$ cat src/rtl/ibm1620_mem_cycle_timer_if.sv
`default_nettype none
// ============================================================================
// Module   : ibm1620_mem_cycle_timer_if
// Purpose  : CPU-side request/response bundle of the core-memory cycle timer.
// Revision : 1.0 - initial release
// ============================================================================
interface ibm1620_mem_cycle_timer_if #(
    parameter int DATA_W = 12
);
    logic              cycle_req;
    logic              cycle_wr;
    logic [DATA_W-1:0] wr_data;
    logic              cycle_ack;
    logic              busy;
    logic [DATA_W-1:0] rd_data;
    logic              rd_valid;
    logic              cycle_done;

    modport master (
        output cycle_req, cycle_wr, wr_data,
        input  cycle_ack, busy, rd_data, rd_valid, cycle_done
    );

    modport slave (
        input  cycle_req, cycle_wr, wr_data,
        output cycle_ack, busy, rd_data, rd_valid, cycle_done
    );
endinterface
`default_nettype wire

$ cat src/rtl/ibm1620_mem_cycle_timer.sv
`default_nettype none
// ============================================================================
// Module   : ibm1620_mem_cycle_timer
// Purpose  : Decodes the 5-trigger clock ring into phases A..J and sequences
//            one core-memory read/regenerate or write cycle per revolution.
// Revision : 1.0 - initial release
// ============================================================================
module ibm1620_mem_cycle_timer #(
    parameter int DATA_W = 12
) (
    input  logic                   clk,
    input  logic                   rst,
    input  logic [4:0]             ring,
    input  logic [DATA_W-1:0]      sense_in,
    ibm1620_mem_cycle_timer_if.slave bus,
    output logic [3:0]             phase,
    output logic                   mar_load,
    output logic                   read_drive,
    output logic                   sense_strobe,
    output logic                   write_drive,
    output logic [DATA_W-1:0]      inhibit,
    output logic                   ring_err
);

    localparam logic [1:0] c_ST_IDLE   = 2'd0;
    localparam logic [1:0] c_ST_ACTIVE = 2'd1;
    localparam logic [1:0] c_ST_FAULT  = 2'd2;

    localparam logic [3:0] c_PH_A = 4'd0;
    localparam logic [3:0] c_PH_B = 4'd1;
    localparam logic [3:0] c_PH_D = 4'd3;
    localparam logic [3:0] c_PH_E = 4'd4;
    localparam logic [3:0] c_PH_F = 4'd5;
    localparam logic [3:0] c_PH_H = 4'd7;
    localparam logic [3:0] c_PH_J = 4'd9;

    localparam logic [4:0] c_RING_J = 5'b10000;

    logic [4:0]        r_ring;
    logic [3:0]        r_phase;
    logic [1:0]        r_state;
    logic [1:0]        w_state_nxt;

    logic [3:0]        w_dec;
    logic [3:0]        w_succ;
    logic [3:0]        w_ph;
    logic              w_legal;
    logic              w_event;
    logic              w_fault;
    logic              w_tick;
    logic              w_into_a;

    logic              w_ack_nxt;
    logic              w_done_nxt;
    logic              w_capture;
    logic              w_accept;
    logic              w_active;
    logic              w_mar_nxt;
    logic              w_read_nxt;
    logic              w_sense_nxt;
    logic              w_write_nxt;
    logic [DATA_W-1:0] w_word;
    logic [DATA_W-1:0] w_inhibit_nxt;

    logic              r_wr;
    logic [DATA_W-1:0] r_wdata;
    logic [DATA_W-1:0] r_rd_data;
    logic              r_ack;
    logic              r_done;
    logic              r_rd_valid;
    logic              r_busy;
    logic              r_mar;
    logic              r_read;
    logic              r_sense;
    logic              r_write;
    logic [DATA_W-1:0] r_inhibit;
    logic              r_ring_err;

    always_comb begin
        w_dec   = r_phase;
        w_legal = 1'b1;
        case (r_ring)
            5'b00000: w_dec = 4'd0;
            5'b00001: w_dec = 4'd1;
            5'b00011: w_dec = 4'd2;
            5'b00111: w_dec = 4'd3;
            5'b01111: w_dec = 4'd4;
            5'b11111: w_dec = 4'd5;
            5'b11110: w_dec = 4'd6;
            5'b11100: w_dec = 4'd7;
            5'b11000: w_dec = 4'd8;
            5'b10000: w_dec = 4'd9;
            default:  w_legal = 1'b0;
        endcase
    end

    assign w_succ   = (r_phase == c_PH_J) ? c_PH_A : r_phase + 4'd1;
    assign w_event  = w_legal && (w_dec != r_phase);
    assign w_fault  = !w_legal || (w_event && (w_dec != w_succ));
    assign w_tick   = w_event && !w_fault;
    assign w_into_a = w_tick && (w_dec == c_PH_A);
    assign w_ph     = w_tick ? w_dec : r_phase;

    // Reset parks the ring register on J so a stale code cannot look like a step.
    always_ff @(posedge clk) begin
        if (rst) begin
            r_ring  <= c_RING_J;
            r_phase <= c_PH_J;
        end else begin
            r_ring <= ring;
            if (w_tick && (r_state != c_ST_FAULT)) begin
                r_phase <= w_dec;
            end
        end
    end

    always_ff @(posedge clk) begin
        if (rst) begin
            r_state <= c_ST_IDLE;
        end else begin
            r_state <= w_state_nxt;
        end
    end

    always_comb begin
        w_state_nxt = r_state;
        w_ack_nxt   = 1'b0;
        w_done_nxt  = 1'b0;
        w_capture   = 1'b0;
        w_accept    = 1'b0;
        case (r_state)
            c_ST_IDLE: begin
                if (w_fault) begin
                    w_state_nxt = c_ST_FAULT;
                end else if (w_into_a && bus.cycle_req) begin
                    w_state_nxt = c_ST_ACTIVE;
                    w_ack_nxt   = 1'b1;
                    w_accept    = 1'b1;
                end
            end
            c_ST_ACTIVE: begin
                if (w_fault) begin
                    w_state_nxt = c_ST_FAULT;
                end else if (w_into_a) begin
                    w_done_nxt = 1'b1;
                    if (bus.cycle_req) begin
                        w_ack_nxt = 1'b1;
                        w_accept  = 1'b1;
                    end else begin
                        w_state_nxt = c_ST_IDLE;
                    end
                end else if (w_tick && (w_dec == c_PH_E)) begin
                    w_capture = 1'b1;
                end
            end
            c_ST_FAULT: begin
                w_state_nxt = c_ST_FAULT;
            end
            default: begin
                w_state_nxt = c_ST_IDLE;
            end
        endcase
    end

    // Drives follow the phase the ring is entering, qualified by the next state.
    assign w_active      = (w_state_nxt == c_ST_ACTIVE);
    assign w_mar_nxt     = w_active && (w_ph == c_PH_A);
    assign w_read_nxt    = w_active && (w_ph >= c_PH_B) && (w_ph <= c_PH_D);
    assign w_sense_nxt   = w_active && (w_ph == c_PH_D);
    assign w_write_nxt   = w_active && (w_ph >= c_PH_F) && (w_ph <= c_PH_H);
    assign w_word        = r_wr ? r_wdata : r_rd_data;
    assign w_inhibit_nxt = w_write_nxt ? ~w_word : '0;

    always_ff @(posedge clk) begin
        if (rst) begin
            r_wr       <= 1'b0;
            r_wdata    <= '0;
            r_rd_data  <= '0;
            r_ack      <= 1'b0;
            r_done     <= 1'b0;
            r_rd_valid <= 1'b0;
            r_busy     <= 1'b0;
            r_mar      <= 1'b0;
            r_read     <= 1'b0;
            r_sense    <= 1'b0;
            r_write    <= 1'b0;
            r_inhibit  <= '0;
            r_ring_err <= 1'b0;
        end else begin
            if (w_accept) begin
                r_wr <= bus.cycle_wr;
                if (bus.cycle_wr) begin
                    r_wdata <= bus.wr_data;
                end
            end
            if (w_capture) begin
                r_rd_data <= sense_in;
            end
            r_ack      <= w_ack_nxt;
            r_done     <= w_done_nxt;
            r_rd_valid <= w_capture;
            r_busy     <= w_active;
            r_mar      <= w_mar_nxt;
            r_read     <= w_read_nxt;
            r_sense    <= w_sense_nxt;
            r_write    <= w_write_nxt;
            r_inhibit  <= w_inhibit_nxt;
            r_ring_err <= r_ring_err | (w_state_nxt == c_ST_FAULT);
        end
    end

    assign bus.cycle_ack  = r_ack;
    assign bus.cycle_done = r_done;
    assign bus.busy       = r_busy;
    assign bus.rd_data    = r_rd_data;
    assign bus.rd_valid   = r_rd_valid;
    assign phase          = r_phase;
    assign mar_load       = r_mar;
    assign read_drive     = r_read;
    assign sense_strobe   = r_sense;
    assign write_drive    = r_write;
    assign inhibit        = r_inhibit;
    assign ring_err       = r_ring_err;

endmodule
`default_nettype wire

$ cat src/flat_wrapper.sv
// flat-port wrapper written by rule: the top's interface ports become plain ports
module ibm1620_mem_cycle_timer_flat 
#(
    parameter int DATA_W = 12
)
  (clk, rst, ring, sense_in, phase, mar_load, read_drive, sense_strobe, write_drive, inhibit, ring_err, bus_cycle_req, bus_cycle_wr, bus_wr_data, bus_cycle_ack, bus_busy, bus_rd_data, bus_rd_valid, bus_cycle_done);
  ibm1620_mem_cycle_timer_if #(.DATA_W(DATA_W)) bus_i ();
  input  logic clk;
  input  logic rst;
  input  logic [4:0] ring;
  input  logic [DATA_W-1:0] sense_in;
  output logic [3:0] phase;
  output logic mar_load;
  output logic read_drive;
  output logic sense_strobe;
  output logic write_drive;
  output logic [DATA_W-1:0] inhibit;
  output logic ring_err;
  input wire logic [$bits(bus_i.cycle_req)-1:0] bus_cycle_req;
  input wire logic [$bits(bus_i.cycle_wr)-1:0] bus_cycle_wr;
  input wire logic [$bits(bus_i.wr_data)-1:0] bus_wr_data;
  output wire logic [$bits(bus_i.cycle_ack)-1:0] bus_cycle_ack;
  output wire logic [$bits(bus_i.busy)-1:0] bus_busy;
  output wire logic [$bits(bus_i.rd_data)-1:0] bus_rd_data;
  output wire logic [$bits(bus_i.rd_valid)-1:0] bus_rd_valid;
  output wire logic [$bits(bus_i.cycle_done)-1:0] bus_cycle_done;
  assign bus_i.cycle_req = bus_cycle_req;
  assign bus_i.cycle_wr = bus_cycle_wr;
  assign bus_i.wr_data = bus_wr_data;
  assign bus_cycle_ack = bus_i.cycle_ack;
  assign bus_busy = bus_i.busy;
  assign bus_rd_data = bus_i.rd_data;
  assign bus_rd_valid = bus_i.rd_valid;
  assign bus_cycle_done = bus_i.cycle_done;
  ibm1620_mem_cycle_timer #(.DATA_W(DATA_W)) u_core (.clk(clk), .rst(rst), .ring(ring), .sense_in(sense_in), .bus(bus_i), .phase(phase), .mar_load(mar_load), .read_drive(read_drive), .sense_strobe(sense_strobe), .write_drive(write_drive), .inhibit(inhibit), .ring_err(ring_err));
endmodule
$ cat config.mk
export PLATFORM = sky130hd
export DESIGN_NAME = ibm1620_mem_cycle_timer_flat
export DESIGN_NICKNAME = d
export VERILOG_FILES = /design/src/rtl/ibm1620_mem_cycle_timer_if.sv /design/src/rtl/ibm1620_mem_cycle_timer.sv /design/src/flat_wrapper.sv
export SDC_FILE = /design/constraint.sdc
export NUM_CORES = 1
export LEC_CHECK = 0
export CORE_UTILIZATION = 35
export CTS_BUF_LIST = sky130_fd_sc_hd__clkbuf_8
export DETAILED_ROUTE_END_ITERATION = 6
export GPL_TIMING_DRIVEN = 0
export PLACE_DENSITY = 0.68
export SLEW_MARGIN = 20
export SYNTH_ARGS = -nofsm -noshare
export SYNTH_HDL_FRONTEND = slang
export SYNTH_SLANG_ARGS = --single-unit
$ cat constraint.sdc
create_clock -name clk -period 7.5 [get_ports clk]
set_input_delay 1.5 -clock clk [delete_from_list [all_inputs] [get_ports clk]]
set_output_delay 1.5 -clock clk [all_outputs]
set_load 0.02 [all_outputs]
# == Word level (Yosys, flattened, before mapping) ==
# Cells that the tools add are included.
# totals
reg_bits,57
in_bits,33
out_inout_bits,37
elab_cells,90
# op_classes
addsub,1
n_lt_le_gt_ge,4
eq_ne,19
n_mux,22
n_bitwise,4
reduce_logical,24
# ops
cell,count
one-hot mux 4 bit (10 select lines),1
== test 5 bit (second input constant),5
logical AND 1 bit,13
2-to-1 mux 12 bit,1
inverter 12 bit,1
2-to-1 mux 1 bit,11
2-to-1 mux 2 bit,5
OR reduction 10 bit,1
zero test 4 bit,2
2-to-1 mux 4 bit,2
!= test 4 bit,2
one-hot mux 2 bit (3 select lines),1
== test 5 x 1 -> 1 bit (second input constant),1
== test 5 x 2 -> 1 bit (second input constant),1
== test 5 x 3 -> 1 bit (second input constant),1
== test 5 x 4 -> 1 bit (second input constant),1
zero test 5 bit,1
adder 4 x 1 -> 4 bit (second input constant),1
== test 2 x 1 -> 1 bit (second input constant),2
== test 2 bit (second input constant),2
== test 4 x 2 -> 1 bit (second input constant),1
== test 4 x 3 -> 1 bit (second input constant),1
== test 4 bit (second input constant),1
>= comparator 4 x 1 -> 1 bit (second input constant),1
other kinds (13),15

# == Depth between registers and ports, before layout ==
# Gate-level depths: netlist of run 1.
# logic_depth
depth_word,18
mapped_depth,11
mapped_depth_nobuf,7

# == Least setup slack after synthesis of run 1 ==
# OpenSTA, ideal clock, no wires.
# synth_path
path_kind,register -> register
start,reg u_core.r_ring[4]
end,reg u_core.r_wdata[5]
setup_time_ns,0.132
t_arrival_ns,2.591
required_ns,7.368
path_slack_ns,4.776
stages_incl_launch_ff,11
path_buffers,3
synth_period_minus_slack_ns,2.724
cell_sequence,dfxtp_1 -> buf_2 -> and4b_1 -> or3_1 -> or3_1 -> a21o_1 -> or3_1 -> clkbuf_1 -> buf_2 -> o31ai_1 -> a21oi_1
# synth_between
elab_chain_cells,14
elab_cells_between_ends,30
classes_between,11 x eq/ne; 7 x mux; 12 x reduce/logical
# synth_lines
element,line,source
"start, declared",ibm1620_mem_cycle_timer.sv:39,logic [4:0] r_ring;
"start signal, assigned",ibm1620_mem_cycle_timer.sv:107,r_ring <= c_RING_J;
"start signal, assigned",ibm1620_mem_cycle_timer.sv:110,r_ring <= ring;
== test 5 bit (tied with other cells),ibm1620_mem_cycle_timer.sv:82,case (r_ring)
one-hot mux 4 bit (10 select lines) or OR reduction 10 bit (tied branches),-,
!= test 4 bit or 2-to-1 mux 1 bit (tied branches),"ibm1620_mem_cycle_timer.sv:98, ibm1620_mem_cycle_timer.sv:82",
logical AND 1 bit,ibm1620_mem_cycle_timer.sv:98,assign w_event = w_legal && (w_dec != r_phase);
logical AND 1 bit,ibm1620_mem_cycle_timer.sv:99,assign w_fault = !w_legal || (w_event && (w_dec != w_succ));
logical OR 1 bit,ibm1620_mem_cycle_timer.sv:99,
zero test 1 bit,ibm1620_mem_cycle_timer.sv:100,assign w_tick = w_event && !w_fault;
logical AND 1 bit,ibm1620_mem_cycle_timer.sv:100,
logical AND 1 bit,ibm1620_mem_cycle_timer.sv:101,assign w_into_a = w_tick && (w_dec == c_PH_A);
logical AND 1 bit,ibm1620_mem_cycle_timer.sv:135,end else if (w_into_a && bus.cycle_req) begin
2-to-1 mux 1 bit,ibm1620_mem_cycle_timer.sv:135,
2-to-1 mux 1 bit,ibm1620_mem_cycle_timer.sv:133,if (w_fault) begin
one-hot mux 1 bit (2 select lines) (*),ibm1620_mem_cycle_timer.sv:131,case (r_state)
AND reduction 2 bit (no source line) (*),-,
"end signal, assigned",ibm1620_mem_cycle_timer.sv:193,r_wdata <= bus.wr_data;
"end, declared",ibm1620_mem_cycle_timer.sv:66,logic [DATA_W-1:0] r_wdata;
# Every way passes the cells marked *; elsewhere a longest branch is shown, timed or not.
# A chain may end at the register's enable or synchronous reset.

# == Final worst setup path of run 1 ==
# layout_path
start,reg u_core.r_ring[2]
end,"reg u_core.r_inhibit[10], in the netlist u_core.inhibit[10]"
# layout_between
elab_chain_cells,18
elab_cells_between_ends,37
classes_between,2 x order compare; 12 x eq/ne; 8 x mux; 1 x bitwise; 14 x reduce/logical
# layout_lines
element,line,source
== test 5 bit (tied with other cells),ibm1620_mem_cycle_timer.sv:82,
one-hot mux 4 bit (10 select lines) or OR reduction 10 bit (tied branches),-,
!= test 4 bit or 2-to-1 mux 1 bit (tied branches),"ibm1620_mem_cycle_timer.sv:98, ibm1620_mem_cycle_timer.sv:82",
logical AND 1 bit,ibm1620_mem_cycle_timer.sv:98,
logical AND 1 bit,ibm1620_mem_cycle_timer.sv:99,
logical OR 1 bit,ibm1620_mem_cycle_timer.sv:99,
zero test 1 bit,ibm1620_mem_cycle_timer.sv:100,
logical AND 1 bit,ibm1620_mem_cycle_timer.sv:100,
[... 2 more ...],-,
2-to-1 mux 2 bit,ibm1620_mem_cycle_timer.sv:135,
2-to-1 mux 2 bit,ibm1620_mem_cycle_timer.sv:133,
one-hot mux 2 bit (3 select lines),ibm1620_mem_cycle_timer.sv:131,
== test 2 x 1 -> 1 bit,ibm1620_mem_cycle_timer.sv:166,assign w_active = (w_state_nxt == c_ST_ACTIVE);
logical AND 1 bit,ibm1620_mem_cycle_timer.sv:170,assign w_write_nxt = w_active && (w_ph >= c_PH_F) && (w_ph <= c_PH_H);
logical AND 1 bit (*),ibm1620_mem_cycle_timer.sv:170,
inverter 1 bit (no source line) (*),-,
OR reduction 2 bit (no source line) (*),-,
"end signal, assigned",ibm1620_mem_cycle_timer.sv:207,r_inhibit <= w_inhibit_nxt;
"end, declared",ibm1620_mem_cycle_timer.sv:76,logic [DATA_W-1:0] r_inhibit;
# Marked as above.

==> results.cfg, run 1 <==
[setup_path]
cp_slowest_cell = a2111oi_0
cp-start-kind = register
worstSetupEndpointType = register
cp_slowest_stage_delay_ns = 0.78
worstPathMaxFanout = 10
arrival_ns = 3.65
path_cells = buf_2 -> buf_1 -> nor4_1 -> a32oi_1 -> o211ai_1 -> a2111oi_0 -> nand4_1 -> clkbuf_1 -> a211oi_2
worstPathRequired_ns = 7.76
crit_type = reg2reg

[timing]
finalCritPeriodShare = 0.452
relSlewSlack = 0.351
hold_viol_final = 0
max_freq_ghz = 0.295
fin_setup_tns_ns = 0
fin_skew_ns = 0.0142
finalSetupViolCount = 0
timing.final.crit_period_ns = 3.39
rsz0062_at_grt = no
drv_slew = 0
tightestPinTransition_ns = 0.949

[synthesis]
synth_nets = 388
synthesis.area_um2 = 3060
netlist_instances = 355
synth_top_area_share = 0.373
ys_warn_count = 0
seq_area_frac_synth = 0.373
ys_ff_latch = 57
yosys-top-cells-count = dfxtp_1 (57), a21oi_1 (39), o21ai_0 (26)
yosysMostFrequentCell = dfxtp_1
ys_types = 59
async_flop_share = 0
yosysTopAreaCell = dfxtp_1
synthFlopType = dfxtp_1
synthTopCellsByArea = dfxtp_1 (37%), a21oi_1 (6.4%), mux2_2 (4.8%)
syn_avg_cell_area_um2 = 8.61
synth_edf_count = 0

[clocking]
clock-root-buffer = clkbuf_8
postCtsSetupBuffers = 0
clk_path_buf_depth = 2
cts.htree.levels = 3
clkTransAtPathRegs_ns = 0.07
insertion_delay_ns = 0.34
tritoncts = yes
ctsHoldBuffers = 0
cts_sinks = 57
cts_resized = 0
cts-buffers-inserted = 9

[flow_run]
maxCapViolCount = 0

[floorplanning]
row_count = 33
fp.coreArea_um2 = 8340
start_util = 0.366
die_x_um = 95.5
ios = 70
dieHeight_um = 95.5
die-area_um2 = 9110

[grt]
overflow = 0
antenna_found_initial = 0
grt_max_degree = 11
grt_pass1_vias = 2835
grt_pass1_wl_um = 14100
track_usage = 0.203

[detailed_routing]
vias = 3147
dr.first_iter.drc_count = 293
routed_wl_um = 9190
wire_per_inst_um = 16.9
detail-route-antenna-nets = 0
dr.pass1.iters = 5
avgViaCountPerCell = 5.77
drc_errors = 0

[power_and_ir_drop]
p_int_mw = 0.550
leakage_nw = 1.43
p_total_mw = 0.736
irDropWorstVdd_v = 0.000113
p_sw_mw = 0.186
swShare = 0.253
powerDensity_nw_per_um2 = 179
p_clk_frac = 0.451
seqPwrFrac = 0.423
combPwrFrac = 0.126

[outcome]
status = finished clean

[placed_design]
dpl.hpwl_um = 6840
portBuffers = 69
place.gp.congestion = 0.901

[layout]
drive_gt1_frac = 0.114
area_delta_synth_final_pct = 34.4
nets = 468
num_antenna_cells = 0

[hold_path]
min_path_type = reg2reg
==> layout by cell type, fill, tap and decap left out, drive strengths merged, types with 4 or more instances in the layout <==
master / count
o31ai: 16
nor2b: 13
buf: 12
a211oi: 15
a2111oi: 4
nor4b: 4
dfxtp: 57
nand2: 14
or3: 4
nor2: 12
o21ai: 26
nor4: 4
clkdlybuf4s50: 69
a21oi: 39
clkbuf: 32
nand2b: 5
mux2: 13
inv: 10
nand3: 22
nor3: 4
nand4: 16
==> critical path, delay by kind of cell, from the launching register on <==
kind                   cells  cell delay, ns
buffers and inverters      3            0.96
flip-flops                 1            0.37
AO/OA/AOI/OAI              4            1.41
AND/OR/NAND/NOR            2            0.57
==> metal layers <==
metal	up-vias	wire, um	GRT usage
met4	0	137	0.0734
met5	-	0	0
li1	1523	-	-
met2	136	4070	0.297
met1	1477	4350	0.294
met3	11	624	0.0375
==> cell type report <==
type / instances / area, um2
Inverter: 8 / 30.0
Tap cell: 105 / 131
Sequential cell: 57 / 1140
Clock buffer: 11 / 151
Multi-Input combinational cell: 257 / 1720
Fill cell: 848 / 4230
Buffer: 33 / 168
Timing Repair Buffer: 69 / 691
Clock inverter: 5 / 77.6
==> cells by family after synthesis <==
kind of cell,share of synthesized area
buffers and inverters,0.0647
AOI/OAI and AO/OA,0.284
xor gates and xnor gates,0.00573
muxes,0.0479
DFF,0.373
and+or+nand+nor,0.224
==> state kept, by name, summed over array words and instances (netlist names) <==
| register | flops |
|---|---|
| u_core.phase | 4 |
| u_core.bus.rd_valid | 1 |
| u_core.r_ring | 5 |
| u_core.bus.cycle_ack | 1 |
| u_core.read_drive | 1 |
| u_core.r_wr | 1 |
| u_core.r_wdata | 12 |
| u_core.bus.busy | 1 |
| u_core.r_state | 2 |
| u_core.bus.rd_data | 12 |
| u_core.sense_strobe | 1 |
| u_core.bus.cycle_done | 1 |
| u_core.write_drive | 1 |
| u_core.inhibit | 12 |
| u_core.mar_load | 1 |
| u_core.ring_err | 1 |
==> path summary, 6_finish.rpt <==
kind	cells after the start	startpoint	slack [ns]	to
max	9	u_core.r_ring[2]	4.11	u_core.inhibit[10]
min	2	u_core.r_wdata[7]	0.48	u_core.r_wdata[7]
max reg2reg	9	u_core.r_ring[2]	4.11	u_core.inhibit[10]
min reg2reg	2	u_core.r_wdata[7]	0.48	u_core.r_wdata[7]
==> through the flow <==
| stage | cells | utilization | hold slack [ns] | worst slack, ns | cell area, um2 |
|---|---|---|---|---|---|
| 6_report | 545 | 0.492 | 0.476 | 4.11 | 4110 |
| 5_1_grt | 545 | 0.492 | 0.497 | 3.90 | 4110 |
| 4_1_cts | 545 | 0.492 | 0.475 | 4.19 | 4110 |
| 3_5_place_dp | 529 | 0.465 | 0.465 | 3.87 | 3880 |
| 3_3_place_gp | 529 | 0.465 | 0.460 | 3.89 | 3880 |
| 2_1_floorplan | 355 | - | 0.445 | 4.78 | 3060 |
==> power by group through the flow <==
| stage | Combinational [mW] | Sequential (mW) | Clock, mW |
|---|---|---|---|
| after floorplan | 0.0520 | 0.318 | 0 |
| after global placement | 0.0892 | 0.318 | 0 |
| after detailed placement | 0.0897 | 0.318 | 0 |
| after CTS | 0.0902 | 0.311 | 0.333 |
| after global routing | 0.0988 | 0.312 | 0.349 |
| final | 0.0928 | 0.311 | 0.332 |
(Power assumes the default switching activity.)
==> run 2, diff against run 1 <==
==> constraint.sdc (replaced) <==
create_clock -name clk -period 3.25 [get_ports clk]
set_input_delay 0.65 -clock clk [delete_from_list [all_inputs] [get_ports clk]]
set_output_delay 0.65 -clock clk [all_outputs]
set_load 0.02 [all_outputs]
==> results.cfg, run 2 (synthesized netlist as in run 1, its figures left out) <==
[outcome]
status = finished clean

[detailed_routing]
dr.pass1.iters = 7
drc_errors = 0
dr.first_iter.drc_count = 279
vias = 3195
detail-route-antenna-nets = 0
routed_wl_um = 9270
wire_per_inst_um = 16.9
avgViaCountPerCell = 5.83

[clocking]
tritoncts = yes
cts.htree.levels = 3
ctsHoldBuffers = 0
cts_sinks = 57
insertion_delay_ns = 0.34
clock-root-buffer = clkbuf_8
cts-buffers-inserted = 9
clkTransAtPathRegs_ns = 0.07
clk_path_buf_depth = 2

[floorplanning]
fp.coreArea_um2 = 8340
row_count = 33
ios = 70
start_util = 0.366
die_x_um = 95.5
die-area_um2 = 9110
dieHeight_um = 95.5

[timing]
tightestPinTransition_ns = 0.686
finalSetupViolCount = 0
relSlewSlack = 0.539
finalCritPeriodShare = 0.945
fin_skew_ns = 0.0128
hold_viol_final = 0
drv_slew = 0
rsz0062_at_grt = yes
timing.final.crit_period_ns = 3.07
max_freq_ghz = 0.326

[setup_path]
r2r_end = u_core.r_wdata[6]
reg2regPathDepth = 10
arrival_ns = 3.28
crit_path_end = u_core.r_wdata[6]
ff2ff_setup_slack_ns = 0.18
worstSetupEndpointType = register
cp-start-kind = register
worstPathRequired_ns = 3.46
crit_type = reg2reg
critPathLaunch = u_core.r_ring[4]
worstPathMaxFanout = 10
r2r-start = u_core.r_ring[4]

[power_and_ir_drop]
powerDensity_nw_per_um2 = 409
leakage_nw = 1.45
irDropWorstVdd_v = 0.000260
p_total_mw = 1.70

[layout]
nets = 471
instances_no_fill = 548
layout_common_cells = clkdlybuf4s50_1 (69), dfxtp_1 (57), a21oi_1 (39)
area_delta_synth_final_pct = 36.3
drive_gt1_frac = 0.135
final_common_cell = clkdlybuf4s50_1
num_antenna_cells = 0
fill_cells = 838

[placed_design]
placed_cells_incl_taps = 529
portBuffers = 69
dpl.hpwl_um = 6840
place.gp.congestion = 0.901

[grt]
grt_pass1_vias = 2852
grt_max_degree = 11
overflow = 0
grt_pass1_wl_um = 14200
track_usage = 0.204
antenna_found_initial = 0

[hold_path]
min_path_type = reg2reg
hold_depth = 2

[flow_run]
maxCapViolCount = 0
run 2: cell types whose count changed in the layout (fill, tap and decap cells not counted), sizes merged:
cell	change
buf	+2
clkbuf	+1
run 2: stage by stage:
step / utilization / setup TNS (ns) / hold WS (ns) / instance area (um2) / setup slack, ns
3_5_place_dp: 0.465 / -0.0654 / 0.465 / 3880 / -0.0187
2_1_floorplan: - / 0 / 0.445 / 3060 / 0.526
6_report: 0.499 / 0 / 0.477 / 4170 / 0.179
4_1_cts: 0.493 / 0 / 0.475 / 4110 / 0.0231
3_3_place_gp: 0.465 / -0.154 / 0.460 / 3880 / -0.0394
5_1_grt: 0.499 / -0.00337 / 0.497 / 4170 / -0.00337
run 2: worst min-delay path by stage:
stage / from / end / slack [ns]
after CTS: u_core.r_wdata[7] / u_core.r_wdata[7] / 0.48
after global placement: u_core.r_wdata[6] / u_core.r_wdata[6] / 0.46
after detailed placement: u_core.r_wdata[7] / u_core.r_wdata[7] / 0.46
final: u_core.r_wdata[5] / u_core.r_wdata[5] / 0.48
after floorplan: u_core.r_wdata[0] / u_core.r_wdata[0] / 0.44
after global routing: u_core.r_wdata[7] / u_core.r_wdata[7] / 0.50
run 2: worst max-delay path, stage by stage, from the launching register on:
cell and delay [ns]:
dfxtp_1 0.32, buf_2 0.18, and4b_1 0.21, or3_1 0.44, or3_4 0.46, a21o_1 0.22
or3_1 0.40, clkbuf_1 0.16, buf_2 0.21, o31ai_1 0.25, a21oi_1 0.10
run 2: metal layers:
metal	routed length (um)	GRT usage	vias up
li1	-	-	1531
met1	4260	0.293	1507
met2	4130	0.296	140
met3	705	0.0399	17
met4	173	0.0808	0
met5	0	0	-
run 2: repair_timing:
action / CTS / global route
pin swaps: 0 / 1
gates resized for setup: 2 / 7
setup buffers: 0 / 3
setup endpoints to repair: 8 / 44
cloned: 0 / 0
run 2: final cells by class:
type	instances	area, um2	area share
multi-input cells	257	1750	0.421
flip-flops and latches	57	1140	0.274
repair buffers	72	713	0.171
plain buffers	33	169	0.0406
clock buffers	11	151	0.0363
well taps	105	131	0.0315
clock inverters	5	77.6	0.0186
inverters	8	30.0	0.00721
run 2: power breakdown:
part | leakage [nW] | internal (mW) | total, mW | switching [mW]
logic | 0.865 | 0.0923 | 0.220 | 0.127
registers | 0.461 | 0.707 | 0.719 | 0.0122
clock network | 0.121 | 0.472 | 0.765 | 0.292
total | 1.45 | 1.27 | 1.70 | 0.432
